===== src/rtl/riscv_periph_pkg.sv =====
// Shared constants for MEM-stage peripherals: default addresses, UART TX FSM states, status bit layout.
// Declarations only; no timing or flow control of its own.
package riscv_periph_pkg;

    localparam logic [7:0] TX_ADDR_DEF   = 8'hFF;
    localparam logic [7:0] STAT_ADDR_DEF = 8'hFE;

    typedef enum logic [2:0] {
        IDLE,
        START,
        DATA,
        PARITY,
        STOP
    } tx_state_e;

    localparam int ST_FULL_BIT  = 0;
    localparam int ST_EMPTY_BIT = 1;
    localparam int ST_BUSY_BIT  = 2;
    localparam int ST_OVF_BIT   = 3;
    localparam int ST_CNT_LSB   = 4;
    localparam int ST_CNT_MSB   = 7;

    // The status field is 4 bits wide, so deeper FIFOs report 15.
    function automatic logic [3:0] sat_count(input logic [31:0] c);
        return (c > 32'd15) ? 4'hF : c[3:0];
    endfunction

endpackage


===== src/rtl/uart_tx_fifo.sv =====
// Byte FIFO with a combinational head. A pop is ignored when empty.
// A push is refused when full, unless a pop happens in the same cycle.
module uart_tx_fifo #(
    parameter int  DEPTH = 8,
    localparam int AW    = $clog2(DEPTH)
) (
    input  logic          clock,
    input  logic          reset,
    input  logic          push,
    input  logic          pop,
    input  logic [7:0]    wdata,
    output logic [7:0]    rdata,
    output logic          full,
    output logic          empty,
    output logic [AW:0]   count
);

    logic [7:0]    mem_q [DEPTH];
    logic [AW-1:0] wptr_q;
    logic [AW-1:0] rptr_q;
    logic [AW:0]   count_q;
    logic          do_push;
    logic          do_pop;

    assign full    = (count_q == (AW+1)'(DEPTH));
    assign empty   = (count_q == '0);
    assign count   = count_q;
    assign rdata   = mem_q[rptr_q];
    assign do_pop  = pop && !empty;
    assign do_push = push && (!full || do_pop);

    always_ff @(posedge clock) begin
        if (reset) begin
            wptr_q  <= '0;
            rptr_q  <= '0;
            count_q <= '0;
        end else begin
            if (do_push) wptr_q <= wptr_q + AW'(1);
            if (do_pop)  rptr_q <= rptr_q + AW'(1);
            case ({do_push, do_pop})
                2'b10:   count_q <= count_q + (AW+1)'(1);
                2'b01:   count_q <= count_q - (AW+1)'(1);
                default: count_q <= count_q;
            endcase
        end
    end

    // Storage is not reset; the pointers define which entries are valid.
    always_ff @(posedge clock) begin
        if (do_push) mem_q[wptr_q] <= wdata;
    end

endmodule


===== src/rtl/uart_tx_mmio.sv =====
// Memory-mapped 8N1 UART transmitter (even parity bit when UART_TX_PARITY_EN is defined); status read data is valid one cycle after the load.
// A push to TX_ADDR arriving when the FIFO is full (with no pop that cycle) is dropped and sets a sticky overflow flag; the first txd start bit follows a push by two edges.
module uart_tx_mmio
    import riscv_periph_pkg::*;
#(
    parameter int         CLKS_PER_BIT = 16,
    parameter int         FIFO_DEPTH   = 8,
    parameter logic [7:0] TX_ADDR      = TX_ADDR_DEF,
    parameter logic [7:0] STAT_ADDR    = STAT_ADDR_DEF
) (
    input  logic        clock,
    input  logic        reset,
    input  logic        wren,
    input  logic        rden,
    input  logic [7:0]  addr,
    input  logic [31:0] din,
    output logic [31:0] dout,
    output logic        hit,
    output logic        txd
);

    localparam int            CW        = $clog2(CLKS_PER_BIT);
    localparam int            AW        = $clog2(FIFO_DEPTH);
    localparam logic [CW-1:0] BAUD_LAST = CW'(CLKS_PER_BIT - 1);

    tx_state_e     state_q, state_d;
    logic [CW-1:0] baud_q, baud_d;
    logic [2:0]    bit_q, bit_d;
    logic [7:0]    shift_q, shift_d;
    logic          txd_q, txd_d;
    logic          ovf_q, ovf_d;
    logic [31:0]   dout_q, dout_d;
    logic [31:0]   status;

    logic          push_req;
    logic          stat_rd;
    logic          pop;
    logic          full;
    logic          empty;
    logic [AW:0]   count;
    logic [7:0]    rdata;
    logic          baud_done;
    logic          unused_din_hi;

`ifdef UART_TX_PARITY_EN
    logic          parity_q, parity_d;
`endif

    assign push_req      = wren && (addr == TX_ADDR);
    assign stat_rd       = rden && (addr == STAT_ADDR);
    assign hit           = (wren || rden) && ((addr == TX_ADDR) || (addr == STAT_ADDR));
    assign baud_done     = (baud_q == BAUD_LAST);
    assign unused_din_hi = ^din[31:8];
    assign txd           = txd_q;
    assign dout          = dout_q;

    uart_tx_fifo #(.DEPTH(FIFO_DEPTH)) u_fifo (
        .clock (clock),
        .reset (reset),
        .push  (push_req),
        .pop   (pop),
        .wdata (din[7:0]),
        .rdata (rdata),
        .full  (full),
        .empty (empty),
        .count (count)
    );

    // txd is registered from the current state, so the line lags the FSM by one cycle.
    always_comb begin
        state_d = state_q;
        baud_d  = baud_q + CW'(1);
        bit_d   = bit_q;
        shift_d = shift_q;
        pop     = 1'b0;
        txd_d   = 1'b1;
        case (state_q)
            IDLE: begin
                baud_d = '0;
                if (!empty) begin
                    pop     = 1'b1;
                    shift_d = rdata;
                    bit_d   = '0;
                    state_d = START;
                end
            end
            START: begin
                txd_d = 1'b0;
                if (baud_done) begin
                    baud_d  = '0;
                    state_d = DATA;
                end
            end
            DATA: begin
                txd_d = shift_q[0];
                if (baud_done) begin
                    baud_d  = '0;
                    shift_d = shift_q >> 1;
                    if (bit_q == 3'd7) begin
`ifdef UART_TX_PARITY_EN
                        state_d = PARITY;
`else
                        state_d = STOP;
`endif
                    end else begin
                        bit_d = bit_q + 3'd1;
                    end
                end
            end
            PARITY: begin
`ifdef UART_TX_PARITY_EN
                txd_d = parity_q;
                if (baud_done) begin
                    baud_d  = '0;
                    state_d = STOP;
                end
`else
                baud_d  = '0;
                state_d = STOP;
`endif
            end
            STOP: begin
                if (baud_done) begin
                    baud_d  = '0;
                    state_d = IDLE;
                end
            end
            default: begin
                baud_d  = '0;
                state_d = IDLE;
            end
        endcase
    end

`ifdef UART_TX_PARITY_EN
    assign parity_d = pop ? ^rdata : parity_q;
`endif

    always_comb begin
        status                         = '0;
        status[ST_FULL_BIT]            = full;
        status[ST_EMPTY_BIT]           = empty;
        status[ST_BUSY_BIT]            = (state_q != IDLE);
        status[ST_OVF_BIT]             = ovf_q;
        status[ST_CNT_MSB:ST_CNT_LSB]  = sat_count(32'(count));
    end

    // A drop in the same cycle as the status read wins over read-to-clear.
    always_comb begin
        ovf_d  = ovf_q;
        dout_d = dout_q;
        if (stat_rd) begin
            ovf_d  = 1'b0;
            dout_d = status;
        end
        if (push_req && full && !pop) ovf_d = 1'b1;
    end

    always_ff @(posedge clock) begin
        if (reset) begin
            state_q  <= IDLE;
            baud_q   <= '0;
            bit_q    <= '0;
            shift_q  <= '0;
            txd_q    <= 1'b1;
            ovf_q    <= 1'b0;
            dout_q   <= '0;
`ifdef UART_TX_PARITY_EN
            parity_q <= 1'b0;
`endif
        end else begin
            state_q  <= state_d;
            baud_q   <= baud_d;
            bit_q    <= bit_d;
            shift_q  <= shift_d;
            txd_q    <= txd_d;
            ovf_q    <= ovf_d;
            dout_q   <= dout_d;
`ifdef UART_TX_PARITY_EN
            parity_q <= parity_d;
`endif
        end
    end

endmodule


===== config.mk =====
export PLATFORM = sky130hd
export DESIGN_NAME = uart_tx_mmio
export DESIGN_NICKNAME = d
export VERILOG_FILES = /design/src/rtl/riscv_periph_pkg.sv /design/src/rtl/uart_tx_fifo.sv /design/src/rtl/uart_tx_mmio.sv
export SDC_FILE = /design/constraint.sdc
export NUM_CORES = 1
export LEC_CHECK = 0
export CORE_ASPECT_RATIO = 0.8
export CORE_UTILIZATION = 50
export CTS_BUF_LIST = sky130_fd_sc_hd__clkbuf_16
export CTS_CLUSTER_DIAMETER = 100
export CTS_CLUSTER_SIZE = 40
export DETAILED_ROUTE_END_ITERATION = 16
export PLACE_DENSITY_LB_ADDON = 0.05
export SYNTH_ARGS = -nofsm -noshare
export SYNTH_HDL_FRONTEND = slang
export SYNTH_HIERARCHICAL = 1
export SYNTH_SLANG_ARGS = --single-unit

===== constraint.sdc =====
create_clock -name clock -period 9.2 [get_ports clock]
set_clock_uncertainty 0.2 [all_clocks]
set_input_delay 1.84 -clock clock [delete_from_list [all_inputs] [get_ports clock]]
set_output_delay 1.84 -clock clock [all_outputs]
set_load 0.02 [all_outputs]

==> results.md <==
- Hold_sp: baud_q[0]
- Area leader, netlist: edfxtp_1
- Vias in the first global route: 2381
- Unrepaired setup endpoints after global routing: false
- Syn-to-layout area delta: 12.14%
- CP startpoint kind: input pin
- Initial core utilization: 51.67%
- Pwr Density: 169.5 nW/um^2
- Placed Instances: 470
- Avg Cell Area, Syn: 13.75 sq um
- Post-synth cell types: 56
- Drt first pass iters: 5
- Area fraction of the dominant cell type after synthesis: 40.98%
- HPWL after detailed placement: 5532 microns
- Worst slew pin tran: 988.7 ps
- Main synth FF type: edfxtp_1
- Number of synthesized flops with an enable pin: 64
- Total Routed Length: 8244 microns
- Core ar.: 9076 sq um
- Ratio of cells with drive above 1 in the final layout: 14.02%
- Root Driver: clkbuf_16
- Hold_ws: 248.9 ps
- Type of the worst min-delay path: reg -> reg
- Final Max Slew Viols: 0
- Worst r2r dst: u_fifo/count[3]
- GR Util All Layers: 18.60%
- DRC viols: 0
- Flop-to-flop setup slack: 5500 ps
- Mapped Area: 4689 sq um
- CP Class: in -> out
- Hold path depth: 1
- First-pass GRT wire length: 12940 microns
- Antenna Cells: 0
- Grt ovf: 0
- Fmax: 0.1863 GHz
- Final TNS setup: 0 ps
- PortBufs: 29
- Synth Warn #: 6
- Fin area: 5259 sq um
- Synth area leaders: edfxtp_1, dfxtp_1, mux4_1
- # clock sinks: 105
- Initial DRC count: 176
- Gpl congestion: 0.7436
- CTS Hold Bufs: 0
- Antenna violations before repair: 0
- Crit path from: addr[7]
- Required time worst endpoint: 7160 ps
- Clk_lat worst skew: 340 ps
- Sink of the worst hold path: baud_q[0]
- # IOs: 78
- Crit Path Max Fanout: 2
- TritonCTS clock tree: built
- Post-Syn Instances: 341
- CP Capture Type: output pin
- Number of gates resized after cts: 0
- Clk buf depth: 2
- #FFs+latches synth: 105
- Setup repair bufs after CTS: 0
- Die W: 110.3 microns
- # H-tree levels: 3
- Post-Layout Cell Count: 486
- Die height: 88.62 microns
- Final ANT Viol Nets: 0
- Reg2reg start: u_fifo/count[0]
- WP data arrival: 3330 ps
- Tmin final: 5368 ps
- Slew HR: 33.84%
- Cts bufs inserted: 9
- Asr flop ratio synth: 0%
- Placed cell area: 4966 sq um
- Vias/cell: 5.438
- Status: finished, final reports clean
- Worst IR drop on VDD: 0.1369 mV
- Clock slew at reported path FFs: 70 ps
- Max_cap viols: 0
- Layout Nets: 418
- Die area: 9773 sq um
- Final period util: 58.35%
- Largest net degree at the start of global routing: 36
- Routed WL per cell: 16.96 microns
- FF-to-FF path depth: 13
- Sequential share of the synthesized area: 58.48%
- Hold Violations, Final: 0
- Num rows: 31
- Leakage power: 1.836 nW
- Setup-failing EPs final: 0
- Via count: 2643
-- placed cells by master, fill, tap and decap left out, drive strengths merged, types with 3 or more instances in the layout --
master and count:
mux2i 17, nand2 5, mux4 16, clkinv 3, dfxtp 41, a21oi 9
buf 4, o21ai 3, nor3 9, conb 24, nand3 9, ha 7
xnor2 4, clkbuf 9, inv 12, nor2 38, edfxtp 64, nand2b 6
o211ai 5, xor2 6, or3 3, a211oi 13, clkdlybuf4s50 29, mux2 9
-- stage by stage --
stage,util (%),power (mW),setup WS [ps]
floorplan,-,0.5275,4864
global placement,54.71,0.5322,3850
detailed placement,54.71,0.5328,3834
CTS,57.94,0.9023,3829
global route,57.94,0.9244,3759
finish,57.94,0.8914,3832
-- critical path, stage by stage --
cell             delay [ps]
clkdlybuf4s50_1         460
nand4_1                 130
nor2_1                  150
o21a_1                  140
clkdlybuf4s50_1         600
-- cell usage after synthesis (all sizes together) (2+ instances only) --
library cell	number
and3	2
o21ai	3
ha	7
inv	8
nand3b	2
xor2	6
a21oi	9
nor2	38
dfxtp	41
nand4	2
mux2i	17
mux2	9
a211oi	13
or2	2
nand2b	6
nand3	9
or3	3
nor3b	2
buf	35
nor4	2
nand2	5
edfxtp	64
o211ai	5
xnor2	4
mux4	16
clkbuf	7
nor3	9
-- power breakdown --
part	internal [mW]	total (mW)	leakage (nW)	switching (mW)
Clock	0.191	0.369	0.145	0.179
Combinational	0.00787	0.0244	0.785	0.0166
Sequential	0.498	0.498	0.905	0.0000387
-- worst max path at each step --
| stage | cells after the start | endpoint | slack (ps) |
|---|---|---|---|
| after global routing | 5 | hit | 3760 |
| after detailed placement | 5 | hit | 3830 |
| after CTS | 5 | hit | 3830 |
| after floorplan | 3 | hit | 4860 |
| final | 5 | hit | 3830 |
| after global placement | 5 | hit | 3850 |
-- area by class of cell --
| cell class | instances | area, sq um |
|---|---|---|
| fill | 734 | 3817 |
| clock inverter | 7 | 67.56 |
| clock buffer | 9 | 225.2 |
| inverter | 8 | 30.03 |
| sequential | 105 | 2743 |
| multi-input combinational | 209 | 1729 |
| tap | 115 | 143.9 |
| timing repair buffer | 33 | 320.3 |
-- metal layers --
layer / vias to the layer above / part of all wire, % / GRT usage (%)
met4: 0 / 1.2 / 5.263
met2: 64 / 44 / 26.60
met3: 8 / 4.4 / 5.081
li1: 1280 / - / -
met5: - / 0 / 0
met1: 1291 / 51 / 27.80
-- state kept, by name, summed over array words and instances, names as in the netlist, named ones only --
register,flops
u_fifo/mem_q,64
dout,8
shift_q,8
baud_q,4
u_fifo/count,4
bit_q,3
state_q,3
u_fifo/rptr_q,3
u_fifo/wptr_q,3
ovf_q,1
txd,1
-- logic make-up (layout without fill, tap and decap cells) --
family,Yosys count,after routing,synth area share [%]
xor gates and xnor gates,10,10,1.868
adders and majority gates,8,8,2.294
other,1,24,0.07997
and+or+nand+nor,87,87,9.365
DFF,105,105,58.48
AOI/OAI and AO/OA,38,38,6.564
muxes,42,42,14.27
buffers and inverters,50,57,7.070
(Power assumes the default switching activity.)
